`src/rtl/lcd_pkg.sv`:
```
// Shared constants, init ROM, state encodings and timing helper for the
// HD44780-style character LCD writer.
package lcd_pkg;

  localparam logic [7:0] FUNC_SET  = 8'h38;
  localparam logic [7:0] DISP_ON   = 8'h0C;
  localparam logic [7:0] CLEAR     = 8'h01;
  localparam logic [7:0] ENTRY     = 8'h06;
  localparam logic [7:0] SET_DDRAM = 8'h80;

  localparam int unsigned INIT_LEN = 6;

  localparam logic [7:0] INIT_ROM [INIT_LEN] = '{
    FUNC_SET, FUNC_SET, FUNC_SET, DISP_ON, CLEAR, ENTRY
  };

  // DDRAM start address of each display row
  localparam logic [6:0] ROW_BASE [4] = '{7'h00, 7'h40, 7'h10, 7'h50};

  typedef enum logic [2:0] {
    PWR_WAIT,
    INIT,
    IDLE,
    SET_ADDR,
    WR_DATA,
    DONE
  } state_e;

  typedef enum logic [2:0] {
    TX_IDLE,
    TX_SETUP,
    TX_E_HIGH,
    TX_HOLD,
    TX_WAIT
  } tx_phase_e;

  // Microseconds to clock cycles, rounded up, never below one cycle.
  function automatic int unsigned us_to_cyc(input longint unsigned us,
                                            input longint unsigned clk_hz);
    longint unsigned c;
    c = (us * clk_hz + 64'd999_999) / 64'd1_000_000;
    return (c == 64'd0) ? 32'd1 : 32'(c);
  endfunction

endpackage

```
`src/rtl/lcd_byte_tx.sv`:
```
// One LCD bus write: SETUP (1 cycle), E high (E_HIGH_CYC), HOLD (1 cycle),
// then a post-write wait of wait_cyc cycles. fin marks the last wait cycle.
module lcd_byte_tx
  import lcd_pkg::*;
#(
  parameter int unsigned E_HIGH_CYC = 1,
  parameter int unsigned WAIT_W     = 8
) (
  input  logic              clk,
  input  logic              rst_n,
  input  logic              start,
  input  logic              rs,
  input  logic [7:0]        data_in,
  input  logic [WAIT_W-1:0] wait_cyc,
  output logic              lcd_e,
  output logic              lcd_rs,
  output logic [7:0]        lcd_data,
  output logic              fin
);

  localparam int unsigned EW = (E_HIGH_CYC > 1) ? $clog2(E_HIGH_CYC) : 1;

  tx_phase_e         phase_q, phase_d;
  logic [EW-1:0]     e_cnt_q, e_cnt_d;
  logic [WAIT_W-1:0] w_cnt_q, w_cnt_d;
  logic [WAIT_W-1:0] wait_q, wait_d;
  logic              e_q, e_d;
  logic              rs_q, rs_d;
  logic [7:0]        data_q, data_d;

  assign fin      = (phase_q == TX_WAIT) && (w_cnt_q == '0);
  assign lcd_e    = e_q;
  assign lcd_rs   = rs_q;
  assign lcd_data = data_q;

  always_comb begin
    // NOTE: every signal takes its hold value first, so no branch can leave it
    // unassigned and infer a latch.
    phase_d = phase_q;
    e_cnt_d = e_cnt_q;
    w_cnt_d = w_cnt_q;
    wait_d  = wait_q;
    e_d     = e_q;
    rs_d    = rs_q;
    data_d  = data_q;

    case (phase_q)
      TX_IDLE: ;
      TX_SETUP: begin
        phase_d = TX_E_HIGH;
        e_d     = 1'b1;
        e_cnt_d = EW'(E_HIGH_CYC - 1);
      end
      TX_E_HIGH: begin
        if (e_cnt_q == '0) begin
          phase_d = TX_HOLD;
          e_d     = 1'b0;
        end else begin
          e_cnt_d = e_cnt_q - EW'(1);
        end
      end
      TX_HOLD: begin
        phase_d = TX_WAIT;
        w_cnt_d = wait_q - WAIT_W'(1);
      end
      TX_WAIT: begin
        if (w_cnt_q == '0) phase_d = TX_IDLE;
        else               w_cnt_d = w_cnt_q - WAIT_W'(1);
      end
      default: phase_d = TX_IDLE;
    endcase

    // A start on the final wait cycle chains the next byte with no idle gap.
    if (start && ((phase_q == TX_IDLE) || fin)) begin
      phase_d = TX_SETUP;
      rs_d    = rs;
      data_d  = data_in;
      wait_d  = wait_cyc;
    end
  end

  // NOTE: non-blocking assignments so every flop samples pre-edge values.
  always_ff @(posedge clk or negedge rst_n) begin
    if (!rst_n) begin
      phase_q <= TX_IDLE;
      e_cnt_q <= '0;
      w_cnt_q <= '0;
      wait_q  <= '0;
      e_q     <= 1'b0;
      rs_q    <= 1'b0;
      data_q  <= 8'h00;
    end else begin
      phase_q <= phase_d;
      e_cnt_q <= e_cnt_d;
      w_cnt_q <= w_cnt_d;
      wait_q  <= wait_d;
      e_q     <= e_d;
      rs_q    <= rs_d;
      data_q  <= data_d;
    end
  end

endmodule

```
`src/rtl/lcd_char_writer.sv`:
```
// Character LCD writer: power-up init, then (row, col, char) requests become
// set-DDRAM-address + data writes. Option: LCD_ADDR_CACHE_EN skips redundant addressing.
module lcd_char_writer
  import lcd_pkg::*;
#(
  parameter int unsigned CLK_HZ       = 100_000,
  parameter int unsigned ROWS         = 2,
  parameter int unsigned E_HIGH_CYC   = 1,
  parameter int unsigned INIT_WAIT_US = 15000,
  parameter int unsigned CMD_WAIT_US  = 40,
  parameter int unsigned CLR_WAIT_US  = 1640
) (
  input  logic       clk,
  input  logic       rst_n,
  input  logic       lcd_req,
  input  logic [1:0] lcd_row,
  input  logic [3:0] lcd_col,
  input  logic [7:0] lcd_char,
  output logic       lcd_busy,
  output logic       lcd_done,
  output logic       lcd_rs,
  output logic       lcd_rw,
  output logic       lcd_e,
  output logic [7:0] lcd_data
);

  localparam int unsigned INIT_CYC = us_to_cyc(64'(INIT_WAIT_US), 64'(CLK_HZ));
  localparam int unsigned CMD_CYC  = us_to_cyc(64'(CMD_WAIT_US), 64'(CLK_HZ));
  localparam int unsigned CLR_CYC  = us_to_cyc(64'(CLR_WAIT_US), 64'(CLK_HZ));
  localparam int unsigned WAIT_MAX = (CLR_CYC > CMD_CYC) ? CLR_CYC : CMD_CYC;
  localparam int unsigned WAIT_W   = $clog2(WAIT_MAX + 1);
  localparam int unsigned PW_W     = $clog2(INIT_CYC + 1);
  localparam logic [2:0]  LAST_IDX = 3'(INIT_LEN - 1);

  state_e            state_q, state_d;
  logic [PW_W-1:0]   pw_cnt_q, pw_cnt_d;
  logic [2:0]        init_idx_q, init_idx_d;
  logic              rearm_q, rearm_d;
  logic [6:0]        addr_q, addr_d;
  logic [7:0]        char_q, char_d;
  logic              busy_q, busy_d;
  logic              done_q, done_d;

  logic              tx_start;
  logic              tx_rs;
  logic [7:0]        tx_byte;
  logic [WAIT_W-1:0] tx_wait;
  logic              tx_fin;

  logic [1:0]        row_eff;
  logic [6:0]        req_addr;
  logic [2:0]        nxt_idx;
  logic              accept;
  logic              cache_hit;

  // On a two-row panel the upper row bit carries no meaning.
  assign row_eff  = (ROWS == 2) ? {1'b0, lcd_row[0]} : lcd_row;
  assign req_addr = ROW_BASE[row_eff] + {3'b000, lcd_col};
  assign nxt_idx  = init_idx_q + 3'd1;
  assign accept   = lcd_req && rearm_q;

  // Only the clear-display command needs the long settle time.
  assign tx_wait = (!tx_rs && (tx_byte == CLEAR)) ? WAIT_W'(CLR_CYC) : WAIT_W'(CMD_CYC);

`ifdef LCD_ADDR_CACHE_EN
  logic [6:0] cache_addr_q, cache_addr_d;
  logic       cache_valid_q, cache_valid_d;

  assign cache_hit = cache_valid_q && (cache_addr_q == req_addr);

  // Mirrors the controller's auto-incrementing DDRAM address counter.
  always_comb begin
    cache_addr_d  = cache_addr_q;
    cache_valid_d = cache_valid_q;
    if ((state_q == INIT) && tx_fin) begin
      if (INIT_ROM[init_idx_q] == CLEAR) cache_addr_d  = 7'h00;
      if (init_idx_q == LAST_IDX)        cache_valid_d = 1'b1;
    end
    if ((state_q == IDLE) && accept && !cache_hit) cache_addr_d = req_addr;
    if ((state_q == WR_DATA) && tx_fin)            cache_addr_d = addr_q + 7'd1;
  end

  always_ff @(posedge clk or negedge rst_n) begin
    if (!rst_n) begin
      cache_addr_q  <= 7'h00;
      cache_valid_q <= 1'b0;
    end else begin
      cache_addr_q  <= cache_addr_d;
      cache_valid_q <= cache_valid_d;
    end
  end
`else
  assign cache_hit = 1'b0;
`endif

  always_comb begin
    state_d    = state_q;
    pw_cnt_d   = pw_cnt_q;
    init_idx_d = init_idx_q;
    rearm_d    = rearm_q;
    addr_d     = addr_q;
    char_d     = char_q;
    tx_start   = 1'b0;
    tx_rs      = 1'b0;
    tx_byte    = INIT_ROM[0];

    if (!lcd_req) rearm_d = 1'b1;

    case (state_q)
      PWR_WAIT: begin
        if (pw_cnt_q == PW_W'(INIT_CYC - 1)) begin
          tx_start   = 1'b1;
          init_idx_d = 3'd0;
          state_d    = INIT;
        end else begin
          pw_cnt_d = pw_cnt_q + PW_W'(1);
        end
      end
      INIT: begin
        if (tx_fin) begin
          if (init_idx_q == LAST_IDX) begin
            state_d = IDLE;
            rearm_d = 1'b1;
          end else begin
            init_idx_d = nxt_idx;
            tx_start   = 1'b1;
            tx_byte    = INIT_ROM[nxt_idx];
          end
        end
      end
      IDLE: begin
        if (accept) begin
          rearm_d  = 1'b0;
          addr_d   = req_addr;
          char_d   = lcd_char;
          tx_start = 1'b1;
          if (cache_hit) begin
            tx_rs   = 1'b1;
            tx_byte = lcd_char;
            state_d = WR_DATA;
          end else begin
            tx_byte = SET_DDRAM | {1'b0, req_addr};
            state_d = SET_ADDR;
          end
        end
      end
      SET_ADDR: begin
        if (tx_fin) begin
          tx_start = 1'b1;
          tx_rs    = 1'b1;
          tx_byte  = char_q;
          state_d  = WR_DATA;
        end
      end
      WR_DATA: begin
        if (tx_fin) state_d = DONE;
      end
      DONE:    state_d = IDLE;
      default: state_d = PWR_WAIT;
    endcase

    busy_d = (state_d != IDLE) && (state_d != DONE);
    done_d = (state_d == DONE);
  end

  always_ff @(posedge clk or negedge rst_n) begin
    if (!rst_n) begin
      state_q    <= PWR_WAIT;
      pw_cnt_q   <= '0;
      init_idx_q <= 3'd0;
      rearm_q    <= 1'b0;
      addr_q     <= 7'h00;
      char_q     <= 8'h00;
      busy_q     <= 1'b1;
      done_q     <= 1'b0;
    end else begin
      state_q    <= state_d;
      pw_cnt_q   <= pw_cnt_d;
      init_idx_q <= init_idx_d;
      rearm_q    <= rearm_d;
      addr_q     <= addr_d;
      char_q     <= char_d;
      busy_q     <= busy_d;
      done_q     <= done_d;
    end
  end

  lcd_byte_tx #(
    .E_HIGH_CYC (E_HIGH_CYC),
    .WAIT_W     (WAIT_W)
  ) u_byte_tx (
    .clk      (clk),
    .rst_n    (rst_n),
    .start    (tx_start),
    .rs       (tx_rs),
    .data_in  (tx_byte),
    .wait_cyc (tx_wait),
    .lcd_e    (lcd_e),
    .lcd_rs   (lcd_rs),
    .lcd_data (lcd_data),
    .fin      (tx_fin)
  );

  assign lcd_busy = busy_q;
  assign lcd_done = done_q;
  assign lcd_rw   = 1'b0;

endmodule

```
`config.mk`:
```
export PLATFORM = sky130hd
export DESIGN_NAME = lcd_char_writer
export DESIGN_NICKNAME = d
export VERILOG_FILES = /design/src/rtl/lcd_pkg.sv /design/src/rtl/lcd_byte_tx.sv /design/src/rtl/lcd_char_writer.sv
export SDC_FILE = /design/constraint.sdc
export NUM_CORES = 1
export LEC_CHECK = 0
export BUFFER_PORTS_ARGS = -buffer_cell sky130_fd_sc_hd__clkbuf_2
export CORE_AREA = 2 2 73 75
export CTS_CLUSTER_DIAMETER = 30
export CTS_CLUSTER_SIZE = 14
export DETAILED_ROUTE_END_ITERATION = 8
export DIE_AREA = 0 0 75 77
export HOLD_SLACK_MARGIN = 0.12
export MAX_ROUTING_LAYER = met4
export PLACE_DENSITY = 0.72
export RECOVER_POWER = 100
export SLEW_MARGIN = 20
export SYNTH_ARGS = -nofsm -noshare
export SYNTH_HDL_FRONTEND = slang
export SYNTH_SLANG_ARGS = --single-unit
```
`constraint.sdc`:
```
create_clock -name clk -period 2.3 [get_ports clk]
set_input_delay 0.46 -clock clk [delete_from_list [all_inputs] [get_ports clk]]
set_output_delay 0.46 -clock clk [all_outputs]
set_load 0.01 [all_outputs]
```
# Yosys cells after proc, flatten, opt, wreduce, memory -nomap -nowiden
# Memories as Yosys holds them, arrays and structs flattened.
# Index checks and enable logic that the tools add are counted.
# word_totals
regBits	58
mem_bits_ro	64
in_bits	17
out_inout_bits	13
wordCells	112
n_memories	1
# op_classes
n_addsub	6
order_cmp	2
eq_ne	23
muxes	44
n_bitwise	3
reduce_logical	19
# memory_table
name	depth	word_bits	read_ports	rd_clocked_by_memory_dff	write_ports	line_no	text
(no name shown)	8	8	1	0	0	lcd_char_writer.sv:127	tx_byte = INIT_ROM[nxt_idx];
# op_table
cell	n
$mux 8	8
$mux 3	12
$pmux 8 s3	1
$pmux 3 s6	1
$pmux 8 s2	1
$sub 8x1->8 const B	2
$eq 3x3->1 const B	5
$pmux 3 s5	1
$bmux 7 s2	1
$mux 7	2
$eq 3x2->1 const B	4
$mux 1	12
$add 11x1->11 const B	1
$eq 11x11->1 const B	1
$ne 2x2->1 const B	5
$ne 3x3->1 const B	3
$eq 8x1->1 const B	1
$logic_not 8->1	1
$reduce_and 2->1	4
$add 7x4->7	1
$eq 3x1->1 const B	2
$logic_not 3->1	2
$pmux 1 s2	3
$pmux 3 s2	1
16 further kinds	22

# Longest topological paths before layout
# Gate-level depths: netlist of the first run.
# logic_depth
depth_word	11
ltp_mapped	7
depth_no_buf	6

# By module
# From an unflattened synthesis of the first run, not the netlist that was laid out.
# unflattened
cells_unflattened	290
area_unflattened_um2	3072.9
# modules_own_cells
mod	n_inst	cells_each	area_per_inst_um2	seq_area_each_um2
lcd_char_writer	1	156	1576.5	701.9
lcd_byte_tx	1	134	1496.4	725.7

# Worst setup path before layout of the first run
# OpenSTA, ideal clock, no wires.
# synth_timing
path_type	register to register
from	register pw_cnt_q[0]
to	register u_byte_tx.data_q[2], in the netlist u_byte_tx.lcd_data[2]
setup_time_ns	0.125
t_arrival_ns	1.946
required_time_ns	2.175
path_slack_ns	0.229
stages_incl_launch_ff	8
n_path_buf	1
synth_period_minus_slack_ns	2.071
path_cell_list	dfrtp_1 > ha_1 > and4bb_2 > nand4_1 > and2_4 > a221oi_4 > buf_6 > mux2_4
# synth_via
elab_chain_len	4
# synth_lines
item	line_no	text
start, declared	lcd_char_writer.sv:36	logic [PW_W-1:0] pw_cnt_q, pw_cnt_d;
start signal, assigned	lcd_char_writer.sv:178	pw_cnt_q <= pw_cnt_d;
$eq 11x11->1	lcd_char_writer.sv:111	if (pw_cnt_q == PW_W'(INIT_CYC - 1)) begin
$mux 1	lcd_char_writer.sv:111	
$pmux 1 s4	lcd_char_writer.sv:109	case (state_q)
$logic_and 1x1->1	lcd_byte_tx.sv:74	if (start && ((phase_q == TX_IDLE) || fin)) begin
end signal, assigned	lcd_byte_tx.sv:99	data_q <= data_d;
end, declared	lcd_byte_tx.sv:29	logic [7:0] data_q, data_d;
# Every way passes these cells.
# A chain may end at the register's enable or synchronous reset.

# Worst setup path after layout of the first run
# layout_timing
from	register pw_cnt_q[0]
to	register u_byte_tx.data_q[0], in the netlist u_byte_tx.lcd_data[0]
# The elaborated chain is that of the path after synthesis.

==> results.md, run 1 <==
- Status: finished clean
- CTS Hold Bufs: 0
- Net Sw Frac: 20.4%
- Async set-reset flop share out of synthesis: 100%
- Clock Latency Late Sink: 0.31 ns
- GRT Residual Overflow: 0
- Area contributors post-synth: dfrtp_1 (47%), nand2_1 (6.3%), xnor2_1 (3.6%)
- Worst clock skew: 0.0120 ns
- Fin crit period: 2.08 ns
- P&R area growth vs syn: 12.5%
- P_int: 0.00123 W
- Psw: 0.000314 W
- EDFF count, synth: 0
- DRC viols: 0
- Tot GR Track Use: 21.1%
- Diodes inserted: 0
- Setup TNS: 0 ns
- DIE AREA: 5780 µm²
- First-pass iteration count of the detailed router: 4
- Largest area contributor in the netlist: dfrtp_1
- Fraction of layout cells with a size suffix above 1: 14.8%
- Most common cell in the synthesized netlist: dfrtp_1
- Die Y: 77 µm
- Final period util: 90.5%
- Post-synthesis register bit count: 51
- LEAKAGE: 1.42 nW
- Vias/cell: 5.41
- H-tree levels: 2
- Syn Area/Cell: 9.97 µm²
- Clock sink count: 51
- Num rows: 26
- Synth Cell Area: 2680 µm²
- CP Launch Type: flip-flop
- Core area: 4980 µm²
- Crit-path max FO: 12
- Clock Root Buffer: clkbuf_8
- Post-synth top area share: 46.7%
- R2r setup slk: 0.22 ns
- Hold path start: lcd_char[1]
- PD cells: 512 nW/µm²
- Gpl congestion: 0.854
- Syn_nets: 291
- Crit-path max cell delay: 0.40 ns
- Setup violators final: 0
- Peak supply drop: 0.000359 V
- Worst r2r dst: u_byte_tx.lcd_data[0]$_DFFE_PN0P_
- Critical Path AT: 2.28 ns
- Vias in the first global route: 1955
- Worst rel slew slack: 10.1%
- Largest net degree at the start of global routing: 27
- Top FF cell, synth: dfrtp_1
- Buffers plus inverters on the worst setup path: 1
- PortBufs: 27
- Worst hold path depth: 3
- Crit path cell chain: ha_1 > and4bb_1 > nand4_1 > and2_4 > a221oi_4 > buf_12 > mux2_2
- Drt initial violations: 131
- Die Width: 75 µm
- Combinational power share: 2.0%
- Nets@finish: 325
- Tot Pwr: 0.00154 W
- Post-DRT Antenna Nets: 0
- Post CTS Setup Buffer Count: 0
- CTS tree: done
- Via count: 2025
- CP endpoint kind: flip-flop
- Wire length per cell: 14.3 µm
- Worst Max-Slew Pin Slew: 1.35 ns
- CTS Buf Count: 5
- Unrepaired setup endpoints after global routing: false
- Sequential share of power: 58.0%
- Final wirelength: 5360 µm
- YS warnings: 0
- Hold/Removal Path Class: in -> reg
- Slowest-stage cell, CP: dfrtp_1
- CTS clock-pin slew for the worst setup and hold paths: 0.10 ns
- Setup CP Type: reg -> reg
- Worst flop-to-flop path startpoint: pw_cnt_q[0]$_DFFE_PN0P_
- Initial antenna violation count: 0
- Max Freq: 480 MHz
- Hold EP: char_q[1]$_DFFE_PN0P_
- I/O pins: 30
- CTS resizes: 0
- First-pass GRT wire length: 9200 µm
- Sequential fraction of the synthesis area: 47.6%
- Maximum clock path buffer count: 2
- Cells on worst reg2reg path: 7
- Max-cap viol count: 0
- CP top delay family: simple AND/OR/NAND/NOR gates
- Synth cell count leaders: dfrtp_1 (50), nand2_1 (45), o21ai_0 (15)
- CP Data Required Time: 2.50 ns
- Final Hold Vio Count: 0
- Final slew viol count: 0
- Unique masters post-synth: 59
- Hpwl dp: 3960 µm
- Starting Density: 53.9%
- Clock power share: 40.0%
- Worst path depth: 7
- Cells after Synth: 269
power groups by stage:
stage	Combinational (W)	Clock, W	Sequential (W)
after floorplan	0.00000217	0	0.000914
after global routing	0.0000369	0.000672	0.000896
after CTS	0.0000359	0.000636	0.000896
after detailed placement	0.0000361	0	0.000914
final	0.0000308	0.000617	0.000896
after global placement	0.0000356	0	0.000914
logic make-up (layout without fill, tap and decap cells):
logic type                 after synthesis  count (layout)  share of synthesized area, %
AOI/OAI and AO/OA                       52              52                          14.3
xor gates and xnor gates                15              15                          4.90
adders and majority gates                5               5                          2.33
buffers and inverters                   20              55                          3.36
DFF                                     51              51                          47.6
muxes                                    9               9                          4.25
other                                    1               1                         0.140
and+or+nand+nor                        116             116                          23.1
final cells by class:
cell class	count	area, µm²
timing repair buffer	39	215
clock buffer	5	68.8
tap	70	87.6
fill	439	1960
clock inverter	3	43.8
sequential	51	1280
multi-input combinational	198	1290
inverter	8	30.0
layout by cell type, fill, tap and decap left out, types with 3 or more instances in the layout:
master    Yosys  layout
xnor2_1      11      11
buf_4         1       9
a31oi_1       3       3
clkbuf_1      7      14
xor2_1        4       4
nand2b_1      6       6
a211oi_1      3       3
clkbuf_8      0       5
inv_1         8       8
nor2_1       11      11
and4_1        3       3
nand3_1      14      14
o21ai_0      15      15
nand2_1      45      45
nor3_1        4       4
nor2b_1       5       5
dfrtp_1      50      50
clkbuf_2      0      15
nor3b_1       2       3
a21oi_1       9       9
mux2_1        1       5
nand4_1       5       5
ha_1          5       5
and3_1        4       4
worst reg2reg max path, stage by stage (launching register included):
cell and delay, ns:
dfrtp_1 0.40, ha_1 0.19, and4bb_1 0.27, nand4_1 0.13, and2_4 0.19, a221oi_4 0.29
buf_12 0.18, mux2_2 0.34
per-stage QoR:
step	cell area (µm²)	hold WS (ns)	util, %	setup slack (ns)	std cells
after floorplan	2680	0.164	-	0.229	269
after global placement	2960	0.458	59.5	0.250	366
after detailed placement	2960	0.470	59.5	0.212	366
after CTS	3070	0.186	61.7	0.197	374
after global routing	3020	0.335	60.6	0.0916	374
final	3020	0.341	60.6	0.218	374
how the worst max path moves through the flow:
| stage | endpoint | from |
|---|---|---|
| 2_1_floorplan | u_byte_tx.lcd_data[2]$_DFFE_PN0P_ | pw_cnt_q[0]$_DFFE_PN0P_ |
| 3_3_place_gp | u_byte_tx.lcd_data[0]$_DFFE_PN0P_ | pw_cnt_q[0]$_DFFE_PN0P_ |
| 3_5_place_dp | u_byte_tx.lcd_data[0]$_DFFE_PN0P_ | pw_cnt_q[0]$_DFFE_PN0P_ |
| 4_1_cts | u_byte_tx.lcd_data[0]$_DFFE_PN0P_ | pw_cnt_q[0]$_DFFE_PN0P_ |
| 5_1_grt | u_byte_tx.lcd_data[2]$_DFFE_PN0P_ | pw_cnt_q[0]$_DFFE_PN0P_ |
| 6_report | u_byte_tx.lcd_data[0]$_DFFE_PN0P_ | pw_cnt_q[0]$_DFFE_PN0P_ |
registers in the layout (all words and copies together) (netlist names):
register	cells
lcd_busy	1
init_idx_q	3
u_byte_tx.lcd_data	8
u_byte_tx.w_cnt_q	8
rearm_q	1
u_byte_tx.lcd_e	1
state_q	3
u_byte_tx.phase_q	3
char_q	8
u_byte_tx.lcd_rs	1
pw_cnt_q	11
lcd_done	1
u_byte_tx.wait_q	2
layer usage:
layer	track usage [%]	up-vias	part of all wire, %
met3	4.07	6	2.8
met1	30.3	975	49
met2	30.5	27	47
met4	5.54	0	1.2
met5	-	-	0
li1	-	1017	-
(Power assumes the default switching activity.)
==> run 2: changes to the inputs <==
CORE_AREA = 2 2 76 78   (was 2 2 73 75)
DIE_AREA = 0 0 78 80   (was 0 0 75 77)
PLACE_DENSITY = 0.67   (was 0.72)
==> results.md, run 2 (synthesized netlist as in run 1, its figures left out) <==
- CP Launch Type: flip-flop
- Nets@finish: 329 (+1.2%)
- CP Data Required Time: 2.48 ns (-0.02 ns)
- Post-DRT Antenna Nets: 0 (unchanged)
- Drt initial violations: 114 (-13%)
- Initial antenna violation count: 0 (unchanged)
- H-tree levels: 2 (unchanged)
- Tot GR Track Use: 19.5% (-1.5 points)
- Starting Density: 49.6% (-4.3 points)
- Finished Layout Cells: 380 (+1.6%)
- Hpwl dp: 3960 µm (about the same)
- DIE AREA: 6240 µm² (+8.1%)
- Via count: 1997 (-1.4%)
- Unrepaired setup endpoints after global routing: false
- CTS Buf Count: 5 (unchanged)
- Clock Latency Late Sink: 0.30 ns (about the same)
- Crit-path max FO: 12 (unchanged)
- Wire length per cell: 14.4 µm (+0.22%)
- I/O pins: 30 (unchanged)
- Final wirelength: 5460 µm (+1.8%)
- Peak supply drop: 0.000244 V (-32%)
- Num rows: 27 (+3.8%)
- Most flops, register: pw_cnt_q
- LEAKAGE: 1.43 nW (+0.43%)
- First-pass GRT wire length: 9240 µm (+0.46%)
- Core area: 5410 µm² (+8.6%)
- Vias in the first global route: 1929 (-1.3%)
- Gpl congestion: 0.804 (-5.8%)
- Net Sw Frac: 18.9% (-1.5 points)
- Final period util: 92.2% (+1.7 points)
- Setup CP Type: reg -> reg
- Fraction of layout cells with a size suffix above 1: 14.0% (-0.84 points)
- Clock Root Buffer: clkbuf_8
- Worst clock skew: 0.0132 ns (+0.00120 ns)
- Post-Place Cells: 372 (+1.6%)
- Final Hold Vio Count: 0 (unchanged)
- DRC viols: 0 (unchanged)
- Critical Path AT: 2.30 ns (+0.02 ns)
- CTS tree: done
- PD cells: 542 nW/µm² (+5.9%)
- Setup violators final: 0 (unchanged)
- P_int: 0.00134 W (+9.0%)
- GRT Residual Overflow: 0 (unchanged)
- Die Y: 80 µm (+3.9%)
- Fill cell count: 491 (+12%)
- PortBufs: 27 (unchanged)
- Psw: 0.000312 W (-0.61%)
- First-pass iteration count of the detailed router: 4 (unchanged)
- Commonest non-fill, non-tap cell in the layout: dfrtp_1
- Most frequent cells in the layout: dfrtp_1 (49), nand2_1 (45), clkbuf_1 (20)
- Clock power share: 43.9% (+3.9 points)
- Worst rel slew slack: 7.55% (-2.6 points)
- Worst Max-Slew Pin Slew: 1.39 ns (+0.0389 ns)
- Vias/cell: 5.26 (-2.9%)
- P&R area growth vs syn: 13.7%
- Maximum clock path buffer count: 2 (unchanged)
- Status: finished clean
- CTS Hold Bufs: 0 (unchanged)
- Clock sink count: 51 (unchanged)
- Die Width: 78 µm (+4.0%)
- Fin crit period: 2.12 ns (+0.0381 ns)
- Max reg flops: 11 (unchanged)
- Setup TNS: 0 ns (unchanged)
- Combinational power share: 1.9% (about the same)
- Max Freq: 472 MHz (-1.8%)
- Sequential share of power: 54.2% (-3.8 points)
- CP endpoint kind: flip-flop
- Largest net degree at the start of global routing: 27 (unchanged)
- Final slew viol count: 0 (unchanged)
- CTS clock-pin slew for the worst setup and hold paths: 0.10 ns (about the same)
- Hold/Removal Path Class: in -> reg
- Diodes inserted: 0 (unchanged)
- Max-cap viol count: 0 (unchanged)
## run 2: cell type report
cell class              count  area [µm²]  share of cell area [%]
multi-input cells         198        1290                    42.3
flip-flops and latches     51        1280                    41.9
repair buffers             43         229                    7.51
well taps                  72        90.1                    2.95
clock buffers               6        72.6                    2.38
clock inverters             2        60.1                    1.97
inverters                   8        30.0                   0.985
## run 2: final timing paths
check	slack (ns)	cells past startpoint	endpoint	startpoint
worst min-delay path	0.34	3	char_q[6]$_DFFE_PN0P_	lcd_char[6]
max in group asynchronous	0.84	2	state_q[2]$_DFF_PN0_	rst_n
worst min register to register	0.47	1	pw_cnt_q[10]$_DFFE_PN0P_	pw_cnt_q[10]$_DFFE_PN0P_
worst max register to register	0.18	6	u_byte_tx.lcd_data[0]$_DFFE_PN0P_	u_byte_tx.w_cnt_q[1]$_DFFE_PN0P_
min in group asynchronous	0.56	2	u_byte_tx.w_cnt_q[4]$_DFFE_PN0P_	rst_n
worst max-delay path	0.18	6	u_byte_tx.lcd_data[0]$_DFFE_PN0P_	u_byte_tx.w_cnt_q[1]$_DFFE_PN0P_
## run 2: power by group through the flow
stage | combinational (W) | sequential [W] | clock (W)
2_1_floorplan | 0.00000217 | 0.000914 | 0
3_3_place_gp | 0.0000344 | 0.000914 | 0
3_5_place_dp | 0.0000346 | 0.000914 | 0
4_1_cts | 0.0000348 | 0.000896 | 0.000744
5_1_grt | 0.0000375 | 0.000896 | 0.000788
6_report | 0.0000312 | 0.000896 | 0.000726
## run 2: critical path: stages (launching register included)
cell and delay (ns):
dfrtp_1 0.41, nor3_1 0.32, buf_4 0.21, nand3_1 0.18, a221oi_4 0.37, buf_12 0.18, mux2_2 0.33
## run 2: stage by stage
step	hold WS (ns)	setup slack [ns]	utilization [%]	power, W	instance area, µm²
3_5_place_dp	0.461	0.165	55.1	0.000948	2980
2_1_floorplan	0.164	0.229	-	0.000916	2680
4_1_cts	0.164	0.134	57.6	0.00167	3110
5_1_grt	0.342	0.0474	56.4	0.00172	3050
6_report	0.340	0.180	56.4	0.00165	3050
3_3_place_gp	0.459	0.192	55.1	0.000948	2980
## run 2: timing repair
item	CTS	global route
resized for setup	0	1
buffers inserted	0	0
setup endpoints to repair	0	2
endpoints found under the hold margin	0	0
## run 2: metal layers
metal	share of wire (%)	wire, µm	vias to the layer above	GRT usage [%]
li1	-	-	1017	-
met5	0	0	-	-
met1	51	2770	955	28.0
met4	0.93	51	0	4.21
met2	46	2530	20	29.1
met3	1.9	106	5	3.73
==> run 3: changes to the inputs <==
PLACE_DENSITY = 0.7   (was 0.67)
clock period = 1.85 ns   (was 2.3 ns; I/O delays follow)
==> results.md, run 3 (synthesized netlist as in run 1, its figures left out) <==
- Status: finished with violations
- Failing checks: setup timing
- CTS tree: done
- Final Worst Setup Slack: -0.113 ns (-0.293 ns)
- Wire length per cell: 14.9 µm (+3.8%)
- P&R area growth vs syn: 33.1%
- Largest net degree at the start of global routing: 34 (+26%)
- Most flops, register: pw_cnt_q
- Slowest-stage cell, CP: dfrtp_1
- Cells on worst reg2reg path: 7 (+1)
- Commonest non-fill, non-tap cell in the layout: buf_4
- Worst flop-to-flop path startpoint: u_byte_tx.w_cnt_q[2]$_DFFE_PN0P_
- DIE AREA: 6240 µm² (unchanged)
- Tot GR Track Use: 21.3% (+1.8 points)
- First-pass GRT wire length: 10200 µm (+10%)
- Crit-path max FO: 10 (-2)
- Diodes inserted: 0 (unchanged)
- Tot Pwr: 0.00192 W (+16%)
- CP top delay family: compound AO/OA/AOI/OAI gates
- Die Y: 80 µm (unchanged)
- Drt initial violations: 103 (-9.6%)
- Max reg flops: 11 (unchanged)
- R2r setup slk: -0.11 ns (-0.29 ns)
- CTS clock-pin slew for the worst setup and hold paths: 0.09 ns (about the same)
- CP Data Required Time: 2.05 ns (-0.43 ns)
- Critical Path AT: 2.16 ns (-0.14 ns)
- LEAKAGE: 1.71 nW (+20%)
- GRT Residual Overflow: 0 (unchanged)
- Hpwl dp: 4620 µm (+16%)
- Vias in the first global route: 2187 (+13%)
- Worst hold path depth: 3 (unchanged)
- Worst rel slew slack: 32.4% (+25 points)
- Clock Root Buffer: clkbuf_8
- Die Width: 78 µm (unchanged)
- Setup CP Type: reg -> reg
- Worst Max-Slew Pin Slew: 1.01 ns (-0.373 ns)
- Initial antenna violation count: 0 (unchanged)
- Max-cap viol count: 0 (unchanged)
- Max Freq: 509 MHz (+8.0%)
- DRC viols: 0 (unchanged)
- Clock Latency Late Sink: 0.30 ns (about the same)
- Crit-path max cell delay: 0.40 ns (about the same)
- Buffers plus inverters on the worst setup path: 2 (unchanged)
- First-pass iteration count of the detailed router: 4 (unchanged)
- Post-DRT Antenna Nets: 0 (unchanged)
- Core area: 5410 µm² (unchanged)
- Most frequent cells in the layout: buf_4 (59), dfrtp_1 (50), nand2_1 (42)
- Worst r2r dst: u_byte_tx.lcd_data[0]$_DFFE_PN0P_
- Fill cell count: 464 (-5.5%)
- Vias/cell: 5.32 (+1.3%)
- Clock sink count: 51 (unchanged)
- Nets@finish: 382 (+16%)
- Unrepaired setup endpoints after global routing: true
- Gpl congestion: 0.862 (+7.3%)
- Peak supply drop: 0.000406 V (+66%)
- Hold EP: char_q[6]$_DFFE_PN0P_
- Setup violators final: 13 (+13)
- CP endpoint kind: flip-flop
- Finished Layout Cells: 432 (+14%)
- Post-Place Cells: 416 (+12%)
- H-tree levels: 2 (unchanged)
- I/O pins: 30 (unchanged)
- Final wirelength: 6440 µm (+18%)
- Finished Core Util: 66.0% (+9.6 points)
- CP Launch Type: flip-flop
- Maximum clock path buffer count: 2 (unchanged)
- Num rows: 27 (unchanged)
- Hold path start: lcd_char[6]
- Hold/Removal Path Class: in -> reg
- Via count: 2300 (+15%)
- CTS Buf Count: 5 (unchanged)
- PD cells: 537 nW/µm² (-0.99%)
- Final period util: 106% (+14 points)
- PortBufs: 27 (unchanged)
- Fin crit period: 1.96 ns (-0.157 ns)
- Final Hold Vio Count: 0 (unchanged)
- Final slew viol count: 0 (unchanged)
- Starting Density: 49.6% (unchanged)
- Crit path cell chain: nor3_2 > buf_4 > nand4_1 > o21bai_4 > a221oi_4 > buf_12 > mux2_2
- Fraction of layout cells with a size suffix above 1: 33.9% (+20 points)
- Worst clock skew: 0.00950 ns (-0.00373 ns)
==> run 3: changes by cell type in the layout (fill, tap and decap cells not counted), moves of 5 or more <==
| cell | previous run | this run |
|---|---|---|
| buf_4 | 9 | 59 |
| mux2_1 | 5 | 0 |
| mux2_4 | 0 | 5 |
| clkbuf_1 | 20 | 15 |
==> run 3: per-stage QoR <==
stage / cell area [µm²] / setup TNS, ns / setup WS [ns] / hold slack (ns)
global placement: 3320 / -0.572 / -0.117 / 0.359
detailed placement: 3320 / -0.812 / -0.148 / 0.362
floorplan: 2680 / -0.717 / -0.163 / 0.0744
CTS: 3460 / -1.21 / -0.179 / 0.247
finish: 3570 / -0.788 / -0.113 / 0.259
global route: 3570 / -2.61 / -0.219 / 0.258
==> run 3: final cells by class <==
type	count	area, µm²	area share [%]
multi-input combinational	198	1410	39.6
sequential	51	1280	35.8
timing repair buffer	96	653	18.3
tap	72	90.1	2.52
clock buffer	5	68.8	1.93
clock inverter	2	37.5	1.05
inverter	8	30.0	0.841
==> run 3: worst max path at each step <==
| stage | start | endpoint | slack, ns | depth (start not counted) |
|---|---|---|---|---|
| finish | u_byte_tx.w_cnt_q[2]$_DFFE_PN0P_ | u_byte_tx.lcd_data[0]$_DFFE_PN0P_ | -0.11 | 7 |
| global route | u_byte_tx.w_cnt_q[2]$_DFFE_PN0P_ | u_byte_tx.lcd_data[0]$_DFFE_PN0P_ | -0.22 | 7 |
| CTS | u_byte_tx.w_cnt_q[2]$_DFFE_PN0P_ | u_byte_tx.lcd_data[0]$_DFFE_PN0P_ | -0.18 | 7 |
| detailed placement | u_byte_tx.w_cnt_q[2]$_DFFE_PN0P_ | u_byte_tx.lcd_data[0]$_DFFE_PN0P_ | -0.15 | 7 |
| global placement | u_byte_tx.w_cnt_q[2]$_DFFE_PN0P_ | u_byte_tx.lcd_data[0]$_DFFE_PN0P_ | -0.12 | 7 |
| floorplan | pw_cnt_q[0]$_DFFE_PN0P_ | u_byte_tx.lcd_data[2]$_DFFE_PN0P_ | -0.16 | 7 |
==> run 3: metal layers <==
layer,part of all wire (%),wire length (µm),track usage [%],vias to the layer above
li1,-,-,-,1125
met1,45,2870,27.9,1127
met2,51,3300,34.2,40
met3,2.9,188,3.96,8
met4,1.2,78,6.32,0
met5,0,0,-,-
==> run 3: worst register-to-register path: stages (launching register included) <==
cell	delay, ns
dfrtp_1	0.40
nor3_2	0.19
buf_4	0.16
nand4_1	0.12
o21bai_4	0.21
a221oi_4	0.29
buf_12	0.17
mux2_2	0.33
==> run 3: what timing repair did <==
action / CTS / global route
setup buffers: 1 / 7
hold endpoints to repair: 18 / 0
pin swaps: 0 / 9
hold buffers: 1 / 0
gates resized for setup: 2 / 24
endpoints found under the setup margin: 11 / 26
==> run 3: where the power goes <==
part | switching (W) | leakage (nW) | internal [W]
logic | 0.0000272 | 1.00 | 0.0000145
registers | 0 | 0.658 | 0.00111
clock network | 0.000364 | 0.0502 | 0.000396
